**src/rtl/hdd_host_pkg.sv**
```systemverilog
// hdd_host_pkg: shared state type and constants for the slot-7 HDD host responder.
package hdd_host_pkg;

  localparam int SECTOR_BYTES = 512;
  localparam int BUF_AW       = $clog2(SECTOR_BYTES);
  localparam int LBA_W_DEF    = 16;
  localparam logic [7:0] ZERO_BYTE = 8'h00;

  typedef enum logic [3:0] {
    S_IDLE,
    S_RD_REQ,
    S_RD_DATA,
    S_ZERO_FILL,
    S_WR_REQ,
    S_WR_ADDR,
    S_WR_LATCH,
    S_WR_SEND,
    S_WR_COMMIT,
    S_DONE
  } state_t;

endpackage

```
**src/rtl/hdd_host_wdog.sv**
```systemverilog
// hdd_host_wdog: idle watchdog; reload restarts the count, expire flags TIMEOUT_CYCLES idle cycles.
module hdd_host_wdog #(
  parameter int TIMEOUT_CYCLES = 1048576
) (
  input  logic clk_sys,
  input  logic reset,
  input  logic reload,
  output logic expire
);

  localparam int CW = $clog2(TIMEOUT_CYCLES + 1);
  localparam logic [CW-1:0] LOAD_VAL = CW'(TIMEOUT_CYCLES - 1);

  logic [CW-1:0] cnt_reg;

  always_ff @(posedge clk_sys) begin
    if (reset || reload) begin
      cnt_reg <= LOAD_VAL;
    end else if (cnt_reg != '0) begin
      cnt_reg <= cnt_reg - CW'(1);
    end
  end

  // A beat in the same cycle always wins over expiry.
  assign expire = (cnt_reg == '0) & ~reload;

endmodule

```
**src/rtl/hdd_host.sv**
```systemverilog
// hdd_host: moves one sector between the HDD card's buffer port and a byte-stream block store.
// Optional build macro HDD_HOST_STATS_EN adds saturating read/write/error counters.
module hdd_host #(
  parameter int SECTOR_BYTES   = 512,
  parameter int LBA_W          = hdd_host_pkg::LBA_W_DEF,
  parameter int TIMEOUT_CYCLES = 1048576
) (
  input  logic                            clk_sys,
  input  logic                            reset,
  input  logic [LBA_W-1:0]                hdd_sector,
  input  logic                            hdd_read,
  input  logic                            hdd_write,
  output logic                            hdd_mounted,
  output logic                            hdd_protect,
  output logic [$clog2(SECTOR_BYTES)-1:0] ram_addr,
  output logic [7:0]                      ram_di,
  input  logic [7:0]                      ram_do,
  output logic                            ram_we,
  input  logic                            img_mounted,
  input  logic                            img_readonly,
  input  logic [LBA_W-1:0]                img_blocks,
  output logic                            blk_req,
  output logic                            blk_we,
  output logic [LBA_W-1:0]                blk_lba,
  input  logic                            blk_ack,
  input  logic [7:0]                      blk_rd_data,
  input  logic                            blk_rd_valid,
  output logic [7:0]                      blk_wr_data,
  output logic                            blk_wr_valid,
  input  logic                            blk_wr_ready,
  input  logic                            blk_done,
  output logic                            busy,
  output logic                            done,
  output logic                            err
`ifdef HDD_HOST_STATS_EN
  ,
  output logic [15:0]                     stat_rd,
  output logic [15:0]                     stat_wr,
  output logic [7:0]                      stat_err
`endif
);

  import hdd_host_pkg::*;

  localparam int AW = $clog2(SECTOR_BYTES);
  localparam logic [AW-1:0] LAST_ADDR = AW'(SECTOR_BYTES - 1);

  state_t           state_reg;
  logic [AW-1:0]    count_reg;
  logic [LBA_W-1:0] sector_reg;
  logic [1:0]       req_lvl;
  logic [1:0]       req_q_reg;
  logic [1:0]       req_edge_reg;
  logic             rd_edge;
  logic             wr_edge;
  logic             wait_state;
  logic             beat;
  logic             wdog_expire;

  // Bit 0 tracks read, bit 1 write; the sector is sampled alongside the edge.
  assign req_lvl = {hdd_write, hdd_read};
  assign rd_edge = req_edge_reg[0];
  assign wr_edge = req_edge_reg[1];

  always_ff @(posedge clk_sys) begin
    if (reset) begin
      req_q_reg    <= '0;
      req_edge_reg <= '0;
      sector_reg   <= '0;
      hdd_mounted  <= 1'b0;
      hdd_protect  <= 1'b0;
    end else begin
      req_q_reg    <= req_lvl;
      req_edge_reg <= req_lvl & ~req_q_reg;
      sector_reg   <= hdd_sector;
      hdd_mounted  <= img_mounted;
      hdd_protect  <= img_mounted & img_readonly;
    end
  end

  always_comb begin
    wait_state = 1'b0;
    beat       = 1'b0;
    case (state_reg)
      S_RD_REQ, S_WR_REQ: begin wait_state = 1'b1; beat = blk_ack;      end
      S_RD_DATA:          begin wait_state = 1'b1; beat = blk_rd_valid; end
      S_WR_SEND:          begin wait_state = 1'b1; beat = blk_wr_ready; end
      S_WR_COMMIT:        begin wait_state = 1'b1; beat = blk_done;     end
      default: ;
    endcase
  end

  hdd_host_wdog #(
    .TIMEOUT_CYCLES(TIMEOUT_CYCLES)
  ) u_wdog (
    .clk_sys(clk_sys),
    .reset  (reset),
    .reload (~wait_state | beat),
    .expire (wdog_expire)
  );

  assign busy = (state_reg != S_IDLE);

  always_ff @(posedge clk_sys) begin
    if (reset) begin
      state_reg    <= S_IDLE;
      count_reg    <= '0;
      blk_lba      <= '0;
      blk_req      <= 1'b0;
      blk_we       <= 1'b0;
      blk_wr_data  <= '0;
      blk_wr_valid <= 1'b0;
      ram_addr     <= '0;
      ram_di       <= '0;
      ram_we       <= 1'b0;
      done         <= 1'b0;
      err          <= 1'b0;
    end else begin
      ram_we <= 1'b0;
      done   <= (state_reg == S_DONE);
      if (state_reg != S_IDLE && (rd_edge || wr_edge)) err <= 1'b1;

      case (state_reg)
        S_IDLE: if (rd_edge || wr_edge) begin
          if (!hdd_mounted) begin
            err <= 1'b1;
          end else begin
            blk_lba   <= sector_reg;
            blk_we    <= ~rd_edge;
            count_reg <= '0;
            if (rd_edge) begin
              // A write edge arriving with the read is dropped but reported.
              err <= wr_edge;
              if (sector_reg >= img_blocks) begin
                state_reg <= S_ZERO_FILL;
              end else begin
                blk_req   <= 1'b1;
                state_reg <= S_RD_REQ;
              end
            end else if (sector_reg >= img_blocks || hdd_protect) begin
              err       <= 1'b1;
              state_reg <= S_DONE;
            end else begin
              err       <= 1'b0;
              blk_req   <= 1'b1;
              state_reg <= S_WR_REQ;
            end
          end
        end
        S_RD_REQ, S_WR_REQ: begin
          if (blk_ack) begin
            blk_req <= 1'b0;
            if (blk_we) begin
              ram_addr  <= count_reg;
              state_reg <= S_WR_ADDR;
            end else begin
              state_reg <= S_RD_DATA;
            end
          end else if (wdog_expire) begin
            blk_req   <= 1'b0;
            err       <= 1'b1;
            state_reg <= S_DONE;
          end
        end
        S_RD_DATA: begin
          if (blk_rd_valid) begin
            ram_addr  <= count_reg;
            ram_di    <= blk_rd_data;
            ram_we    <= 1'b1;
            count_reg <= count_reg + AW'(1);
            if (count_reg == LAST_ADDR) state_reg <= S_DONE;
          end else if (wdog_expire) begin
            err       <= 1'b1;
            state_reg <= S_DONE;
          end
        end
        S_ZERO_FILL: begin
          ram_addr  <= count_reg;
          ram_di    <= ZERO_BYTE;
          ram_we    <= 1'b1;
          count_reg <= count_reg + AW'(1);
          if (count_reg == LAST_ADDR) begin
            err       <= 1'b1;
            state_reg <= S_DONE;
          end
        end
        // ram_addr is already presented here, so ram_do is valid in WR_LATCH.
        S_WR_ADDR: state_reg <= S_WR_LATCH;
        S_WR_LATCH: begin
          blk_wr_data  <= ram_do;
          blk_wr_valid <= 1'b1;
          state_reg    <= S_WR_SEND;
        end
        S_WR_SEND: begin
          if (blk_wr_ready) begin
            blk_wr_valid <= 1'b0;
            count_reg    <= count_reg + AW'(1);
            ram_addr     <= count_reg + AW'(1);
            state_reg    <= (count_reg == LAST_ADDR) ? S_WR_COMMIT : S_WR_ADDR;
          end else if (wdog_expire) begin
            blk_wr_valid <= 1'b0;
            err          <= 1'b1;
            state_reg    <= S_DONE;
          end
        end
        S_WR_COMMIT: begin
          if (blk_done) begin
            state_reg <= S_DONE;
          end else if (wdog_expire) begin
            err       <= 1'b1;
            state_reg <= S_DONE;
          end
        end
        S_DONE:  state_reg <= S_IDLE;
        default: state_reg <= S_IDLE;
      endcase

      // Image removal overrides whatever the transfer was doing.
      if (!img_mounted && state_reg != S_IDLE && state_reg != S_DONE) begin
        blk_req      <= 1'b0;
        blk_wr_valid <= 1'b0;
        ram_we       <= 1'b0;
        err          <= 1'b1;
        state_reg    <= S_DONE;
      end
    end
  end

`ifdef HDD_HOST_STATS_EN
  logic err_q_reg;

  always_ff @(posedge clk_sys) begin
    if (reset) begin
      err_q_reg <= 1'b0;
      stat_rd   <= '0;
      stat_wr   <= '0;
      stat_err  <= '0;
    end else begin
      err_q_reg <= err;
      if (state_reg == S_DONE && !err) begin
        if (blk_we && stat_wr != '1) stat_wr <= stat_wr + 16'd1;
        if (!blk_we && stat_rd != '1) stat_rd <= stat_rd + 16'd1;
      end
      if (err && !err_q_reg && stat_err != '1) stat_err <= stat_err + 8'd1;
    end
  end
`endif

endmodule

```
**config.mk**
```make
export PLATFORM = sky130hd
export DESIGN_NAME = hdd_host
export DESIGN_NICKNAME = d
export VERILOG_FILES = /design/src/rtl/hdd_host_pkg.sv /design/src/rtl/hdd_host_wdog.sv /design/src/rtl/hdd_host.sv
export SDC_FILE = /design/constraint.sdc
export NUM_CORES = 1
export LEC_CHECK = 0
export CORE_UTILIZATION = 41
export DETAILED_ROUTE_END_ITERATION = 8
export PLACE_DENSITY = 0.67
export SLEW_MARGIN = 40
export SYNTH_ARGS = -nofsm -noshare
export SYNTH_HDL_FRONTEND = slang
export SYNTH_SLANG_ARGS = --single-unit
```
**constraint.sdc**
```tcl
create_clock -name clk_sys -period 4.4 [get_ports clk_sys]
set_clock_uncertainty 0.05 [all_clocks]
set_input_delay 1.1 -clock clk_sys [delete_from_list [all_inputs] [get_ports clk_sys]]
set_output_delay 1.1 -clock clk_sys [all_outputs]
set_load 0.005 [all_outputs]
```
==> out/results.txt, run 1 <==
status -> finished with violations
failing checks -> DRC
wire length per cell -> 14.4 microns
Arr. time, crit path -> 3.76 ns
Inserted Clock Buffers -> 9
Worst Setup EP -> err
register area share after synthesis -> 41.8%
DR iter-0 viols -> 341
Area Growth Syn to Fin -> 31.0%
Warnings, synthesis -> 0
Final GP Congestion -> 0.882
stages on the worst setup path -> 9
Final Hold Viols -> 0
worst skew pair latency -> 0.34 ns
MaxCap Viol Count -> 0
Leak -> 0.00244 uW
worst reg2reg path depth -> 10
Final Cycle Share -> 81.6%
max_slew headroom -> 47.7%
clock-pin transition on the worst setup and hold timing paths -> 0.07 ns
synthesized area -> 4930 sq um
chip height -> 112 microns
first-pass GRT wire length -> 20.3 mm
H-tree Lvls -> 3
Port Buffers -> 107
most frequent cells in the layout -> 106 x clkdlybuf4s50_1, 103 x dfxtp_1, 90 x nand2_1
Crit path largest cell delay -> 0.57 ns
fmax -> 0.279 GHz
Synthesized Nets -> 682
total number of vias -> 4532
FP Rows -> 39
leading cell type in the layout, fill and taps excluded -> clkdlybuf4s50_1
Post-synth EDFFs -> 0
post-route ant nets -> 0
initial antenna violation count -> 0
max reg flops -> 21
Max IR drop VDD -> 0.251 mV
nets -> 779
fill count -> 1097
vias in the first global route -> 4370
P per Cell Area -> 347 nW/um^2
Crit. End Element -> register
Die Area -> 12500 sq um
Top Ports -> 108
worst hold path type -> reg -> reg
Mapped Cells -> 605
Crit Path Max Fanout -> 4
Setup crit start kind -> input pin
reg2reg start -> count_reg[0]
TritonCTS clock tree -> yes
cell at the slowest stage of the critical path -> or4b_4
TritonRoute pass-1 iters -> 7
clk sink count -> 103
Slew @ Worst Pin -> 0.765 ns
final core occ -> 55.8%
fin crit period -> 3.59 ns
hold_buf cts -> 0
GRT Util Overall -> 20.1%
Critical path buffers and inverters -> 1
core area -> 11600 sq um
total negative slack -> 0 ns
Post-synth ARST share -> 0%
CP required -> 4.57 ns
Slew Limit Fails -> 0
total wire length -> 12.3 mm
total gr overflow -> 0
post-CTS setup buffer count -> 0
share of cells above drive strength 1 -> 5.52%
worst reg2reg endpoint -> state_reg[2]
critical path cell sequence -> clkdlybuf4s50_1, ha_1, nand2b_4, a2111oi_4, nor3_1, or4b_4, nor3_4, a2111oi_1, or4_1
Post-DP HPWL -> 8.83 mm
CTS Buffer Depth -> 2
Yosys reg bits -> 103
ys flop type -> dfxtp_1
Synth Area per Inst -> 8.15 sq um
Netlist cell types -> 58
total power -> 2240 uW
Die X -> 112 microns
# setup viols final -> 0
R2R Setup Slk -> 1.57 ns
DRC Markers -> 14
Post-CTS Resized -> 0
largest net degree at the start of global routing -> 43
initial core utilization -> 42.6%
diodes inserted -> 0
clock root cell -> clkbuf_16
crit-path leading delay family -> simple AND/OR/NAND/NOR gates
Crit Path Class -> in -> reg
register area -> 2060 sq um
RSZ-0062 raised after global routing -> no
area of the multi-input gates -> 2660 sq um
CP startpoint -> img_blocks[0]
Vias/cell -> 5.33
kinds of logic after synthesis:
group           count (synthesis)  synth area share, %
mux                            10                 2.03
simple gates                  275                 27.7
buf+inv                        56                 4.37
xor+xnor                       19                 3.38
flops                         103                 41.8
fa+ha+maj                      19                 4.82
compound gates                123                 15.9
per-layer routing:
metal  track usage [%]  up-vias  wire [microns]  share of wire, %
met5                 0        -               0                 0
met4              7.48        0             127               1.0
met3              5.61       10             758               6.2
met2              32.0      132            5670                46
met1              26.1     2090            5710                47
li1                  -     2300               -                 -
layout make-up:
| cell class | count | area share, % |
|---|---|---|
| multi-input combinational | 446 | 41.1 |
| sequential | 103 | 31.9 |
| timing repair buffer | 116 | 17.5 |
| clock buffer | 11 | 3.76 |
| tap | 143 | 2.77 |
| inverter | 26 | 1.51 |
| clock inverter | 5 | 1.36 |
metrics by stage:
| step | instance area (sq um) | worst slack [ns] | std cells | hold slack (ns) |
|---|---|---|---|---|
| after floorplan | 4930 | 1.04 | 605 | 0.317 |
| after global placement | 6120 | 0.495 | 833 | 0.323 |
| after detailed placement | 6120 | 0.465 | 833 | 0.324 |
| after CTS | 6450 | 0.828 | 849 | 0.335 |
| after global routing | 6460 | 0.709 | 850 | 0.346 |
| final | 6460 | 0.812 | 850 | 0.333 |
Yosys cell counts (4+ instances only):
master | count | area, sq um
nor2b_1 | 27 | 169
a21oi_1 | 52 | 260
inv_2 | 4 | 15.0
a311oi_1 | 4 | 35.0
nand3_1 | 22 | 110
clkbuf_1 | 22 | 82.6
ha_1 | 19 | 238
xnor2_1 | 14 | 123
nand2_1 | 90 | 338
o211ai_1 | 5 | 37.5
o31ai_1 | 4 | 30.0
o21ai_0 | 10 | 50.1
dfxtp_1 | 103 | 2060
nor2_1 | 59 | 221
nor4_1 | 11 | 68.8
nand2b_1 | 8 | 50.1
o21ai_1 | 13 | 65.1
mux2i_1 | 10 | 100
buf_1 | 4 | 15.0
a22oi_1 | 5 | 37.5
buf_2 | 4 | 20.0
inv_1 | 22 | 82.6
nand3b_1 | 5 | 37.5
nor3_1 | 18 | 90.1
and3_1 | 5 | 31.3
a211oi_1 | 8 | 60.1
or3_1 | 11 | 68.8
xor2_1 | 5 | 43.8
power breakdown:
group | internal, uW | total, uW | switching, uW
Clock | 520 | 872 | 351
Combinational | 179 | 376 | 197
Sequential | 965 | 994 | 29.5
Total | 1660 | 2240 | 578
worst min-delay path by stage:
stage,from,to,slack (ns),depth (start not counted)
final,req_q_reg[1],req_edge_reg[1],0.33,1
after floorplan,req_q_reg[0],req_edge_reg[0],0.32,1
after CTS,req_q_reg[1],req_edge_reg[1],0.34,1
after global routing,req_q_reg[1],req_edge_reg[1],0.35,1
after global placement,req_q_reg[1],req_edge_reg[1],0.32,1
after detailed placement,req_q_reg[1],req_edge_reg[1],0.32,1
Power figures use the tool's default switching activity.
==> run 2, diff against run 1 <==
- clock period: 4.4 -> 3.6 ns (I/O delays scaled with it)
==> out/results.txt, run 2 (synthesis results as in run 1) <==
post-CTS setup buffer count -> 0
core area -> 11600 sq um
Crit path largest cell delay -> 0.56 ns
Final Cycle Share -> 92.7%
# setup viols final -> 0
cell at the slowest stage of the critical path -> or4b_4
largest net degree at the start of global routing -> 52
hold_buf cts -> 0
fin crit period -> 3.34 ns
area of the multi-input gates -> 2650 sq um
CTS Buffer Depth -> 2
crit-path leading delay family -> simple AND/OR/NAND/NOR gates
Leak -> 0.00245 uW
MaxCap Viol Count -> 0
final core occ -> 55.9%
placed inst area -> 6160 sq um
RSZ-0062 raised after global routing -> no
DR iter-0 viols -> 472
clock root cell -> clkbuf_16
FP Rows -> 39
Inserted Clock Buffers -> 9
Crit. End Element -> register
Post-CTS Resized -> 0
DRC Markers -> 14
first-pass GRT wire length -> 21.3 mm
Critical path buffers and inverters -> 1
diodes inserted -> 0
clock-pin transition on the worst setup and hold timing paths -> 0.07 ns
Slew Limit Fails -> 0
DP Worst Slack -> -0.128 ns
worst hold path type -> reg -> reg
share of cells above drive strength 1 -> 6.04%
wire length per cell -> 14.9 microns
Arr. time, crit path -> 3.51 ns
fill count -> 1098
Die X -> 112 microns
TritonRoute pass-1 iters -> 8
CP required -> 3.78 ns
Crit Path Max Fanout -> 2
worst skew pair latency -> 0.35 ns
Post-DP HPWL -> 9.19 mm
Setup crit start kind -> input pin
initial antenna violation count -> 0
Top Ports -> 108
Final Hold Viols -> 0
GRT Util Overall -> 21.3%
hold slack final -> 0.339 ns
P per Cell Area -> 416 nW/um^2
Die Area -> 12500 sq um
most frequent cells in the layout -> 106 x clkdlybuf4s50_1, 103 x dfxtp_1, 90 x nand2_1
fmax -> 0.300 GHz
post-route ant nets -> 0
critical path cell sequence -> clkdlybuf4s50_1, ha_1, nand2b_4, a2111oi_4, nor3_1, or4b_4, nor3_4, a2111oi_1, or4_1
chip height -> 112 microns
Max IR drop VDD -> 0.246 mV
Vias/cell -> 5.34
TritonCTS clock tree -> yes
Area Growth Syn to Fin -> 31.2%
failing checks -> DRC
Final GP Congestion -> 0.912
register area -> 2060 sq um
H-tree Lvls -> 3
vias in the first global route -> 4409
max reg flops -> 21
total number of vias -> 4569
total wire length -> 12.7 mm
final instance area -> 6470 sq um
max_slew headroom -> 52.1%
final setup margin -> 0.263 ns
Slew @ Worst Pin -> 0.716 ns
total gr overflow -> 0
Crit Path Class -> in -> reg
status -> finished with violations
initial core utilization -> 42.6%
nets -> 784
Port Buffers -> 107
total power -> 2690 uW
clk sink count -> 103
leading cell type in the layout, fill and taps excluded -> clkdlybuf4s50_1
==> run 2: cell types whose count changed in the layout (fill, tap and decap cells not counted) <==
cell        change
buf_4           +6
clkinvlp_4      +1
clkbuf_2        +1
bufinv_16       -1
nor3_2          -1
nor3_1          +1
buf_2           -2
inv_6           +1
inv_8           -1
==> run 2: metrics by stage <==
step,instances,setup TNS [ns]
after global routing,855,0
final,855,0
after floorplan,605,0
after detailed placement,838,-0.128
after global placement,838,-0.0692
after CTS,854,0
==> run 2: final timing paths <==
kind                      to     startpoint  slack (ns)  cells past startpoint
max                      err  img_blocks[0]        0.26                      9
min          req_edge_reg[1]   req_q_reg[1]        0.34                      1
max reg2reg     state_reg[2]   count_reg[0]        0.85                     10
min reg2reg  req_edge_reg[1]   req_q_reg[1]        0.34                      1
==> run 2: final cells by class <==
type	count	share of cell area, %
multi-input combinational	446	41.0
clock buffer	11	3.75
inverter	26	1.51
timing repair buffer	121	18.1
clock inverter	5	0.967
tap	143	2.77
sequential	103	31.9
==> run 2: where the power goes <==
group / leakage, uW / total [uW] / switching [uW] / internal [uW]
sequential: 0.000838 / 1230 / 52.8 / 1180
combinational: 0.00147 / 456 / 230 / 225
clock: 0.000143 / 1000 / 441 / 563
==> run 2: layer usage <==
| metal | routed length (microns) | track usage, % | up-vias |
|---|---|---|---|
| li1 | - | - | 2311 |
| met1 | 5780 | 27.2 | 2104 |
| met5 | 0 | 0 | - |
| met3 | 878 | 6.37 | 12 |
| met4 | 146 | 6.13 | 0 |
| met2 | 5910 | 34.6 | 142 |
==> run 3, diff against run 2 <==
- CORE_MARGIN: not set -> 1.5
==> out/results.txt, run 3 (synthesis results as in run 1) <==
Slew @ Worst Pin -> 0.758 ns
routed wl met2 -> 5.79 mm
Crit. End Element -> register
CTS Buffer Depth -> 2
Crit Path Max Fanout -> 2
DR iter-0 viols -> 550
clock-pin transition on the worst setup and hold timing paths -> 0.07 ns
status -> completed
Final GP Congestion -> 0.980
largest net degree at the start of global routing -> 43
final setup margin -> 0.284 ns
Highest Signal Layer -> met4
total power -> 2700 uW
wire length per cell -> 14.8 microns
fmax -> 0.302 GHz
Top Ports -> 108
DRC Markers -> 0
Final Hold Viols -> 0
DP Worst Slack -> -0.101 ns
total number of vias -> 4645
Max IR drop VDD -> 0.331 mV
Final Cycle Share -> 92.1%
worst reg2reg endpoint -> err
final instance area -> 6470 sq um
Die Area -> 12700 sq um
nets -> 783
Setup crit start kind -> input pin
Post-DP HPWL -> 9.17 mm
CP startpoint -> img_blocks[0]
fin crit period -> 3.32 ns
TritonCTS clock tree -> yes
FP Rows -> 39
initial core utilization -> 42.6%
# setup viols final -> 0
first-pass GRT wire length -> 20.3 mm
reg2reg start -> count_reg[0]
Worst Setup EP -> err
Slew Limit Fails -> 0
TritonRoute pass-1 iters -> 6
share of cells above drive strength 1 -> 6.05%
Vias/cell -> 5.44
DR WL met3 -> 881 microns
Port Buffers -> 107
post-route ant nets -> 0
R2R Setup Slk -> 0.91 ns
RSZ-0062 raised after global routing -> no
chip height -> 113 microns
total wire length -> 12.6 mm
post-CTS setup buffer count -> 0
clk sink count -> 103
clock root cell -> clkbuf_16
Post-CTS Resized -> 0
max_slew headroom -> 49.2%
MaxCap Viol Count -> 0
CP required -> 3.78 ns
Arr. time, crit path -> 3.49 ns
leading cell type in the layout, fill and taps excluded -> clkdlybuf4s50_1
Inserted Clock Buffers -> 9
final core occ -> 55.9%
worst reg2reg path depth -> 11
Leak -> 0.00245 uW
worst hold path type -> reg -> reg
vias in the first global route -> 4234
Die X -> 113 microns
diodes inserted -> 0
worst skew pair latency -> 0.35 ns
Area Growth Syn to Fin -> 31.2%
hold_buf cts -> 0
H-tree Lvls -> 3
P per Cell Area -> 418 nW/um^2
GRT Util Overall -> 19.8%
DRT met1 WL -> 5.72 mm
initial antenna violation count -> 0
total gr overflow -> 0
Crit Path Class -> in -> reg
total negative slack -> 0 ns
most frequent cells in the layout -> 106 x clkdlybuf4s50_1, 103 x dfxtp_1, 90 x nand2_1
core area -> 11600 sq um
max reg flops -> 21
placed inst area -> 6150 sq um
## run 3: worst min path at each step
stage / startpoint / endpoint / slack, ns / depth (start not counted)
global placement: req_q_reg[1] / req_edge_reg[1] / 0.32 / 1
finish: req_q_reg[0] / req_edge_reg[0] / 0.34 / 1
CTS: req_q_reg[1] / req_edge_reg[1] / 0.34 / 1
global route: req_q_reg[1] / req_edge_reg[1] / 0.37 / 1
detailed placement: req_q_reg[1] / req_edge_reg[1] / 0.33 / 1
floorplan: req_q_reg[0] / req_edge_reg[0] / 0.32 / 1
## run 3: where the power goes
group	internal, uW	switching [uW]	leakage (uW)	total, uW
combinational	224	238	0.00147	462
clock	556	461	0.000152	1020
sequential	1180	43.1	0.000838	1220
total	1960	743	0.00245	2700
## run 3: worst max-delay path, stage by stage
cell and delay (ns):
clkdlybuf4s50_1 0.42, ha_1 0.29, nand2b_4 0.15, a2111oi_4 0.33, nor3_1 0.09, or4b_4 0.56
nor3_4 0.14, a2111oi_1 0.09, or4_1 0.52
## run 3: per-layer routing
metal	up-vias	global-route usage, %
li1	2304	-
met1	2122	25.9
met2	193	32.0
met3	26	5.51
met4	0	6.16
met5	-	0
## run 3: final cells by class
cell class / instances / area, sq um
timing repair buffer: 120 / 1160
multi-input combinational: 446 / 2650
clock buffer: 9 / 225
tap: 143 / 179
fill: 1095 / 5100
sequential: 103 / 2060
inverter: 26 / 97.6
clock inverter: 7 / 88.8
## run 3: per-stage QoR
step,cells,hold WS [ns]
finish,854,0.344
floorplan,605,0.317
global route,854,0.374
global placement,838,0.323
detailed placement,838,0.331
CTS,854,0.345
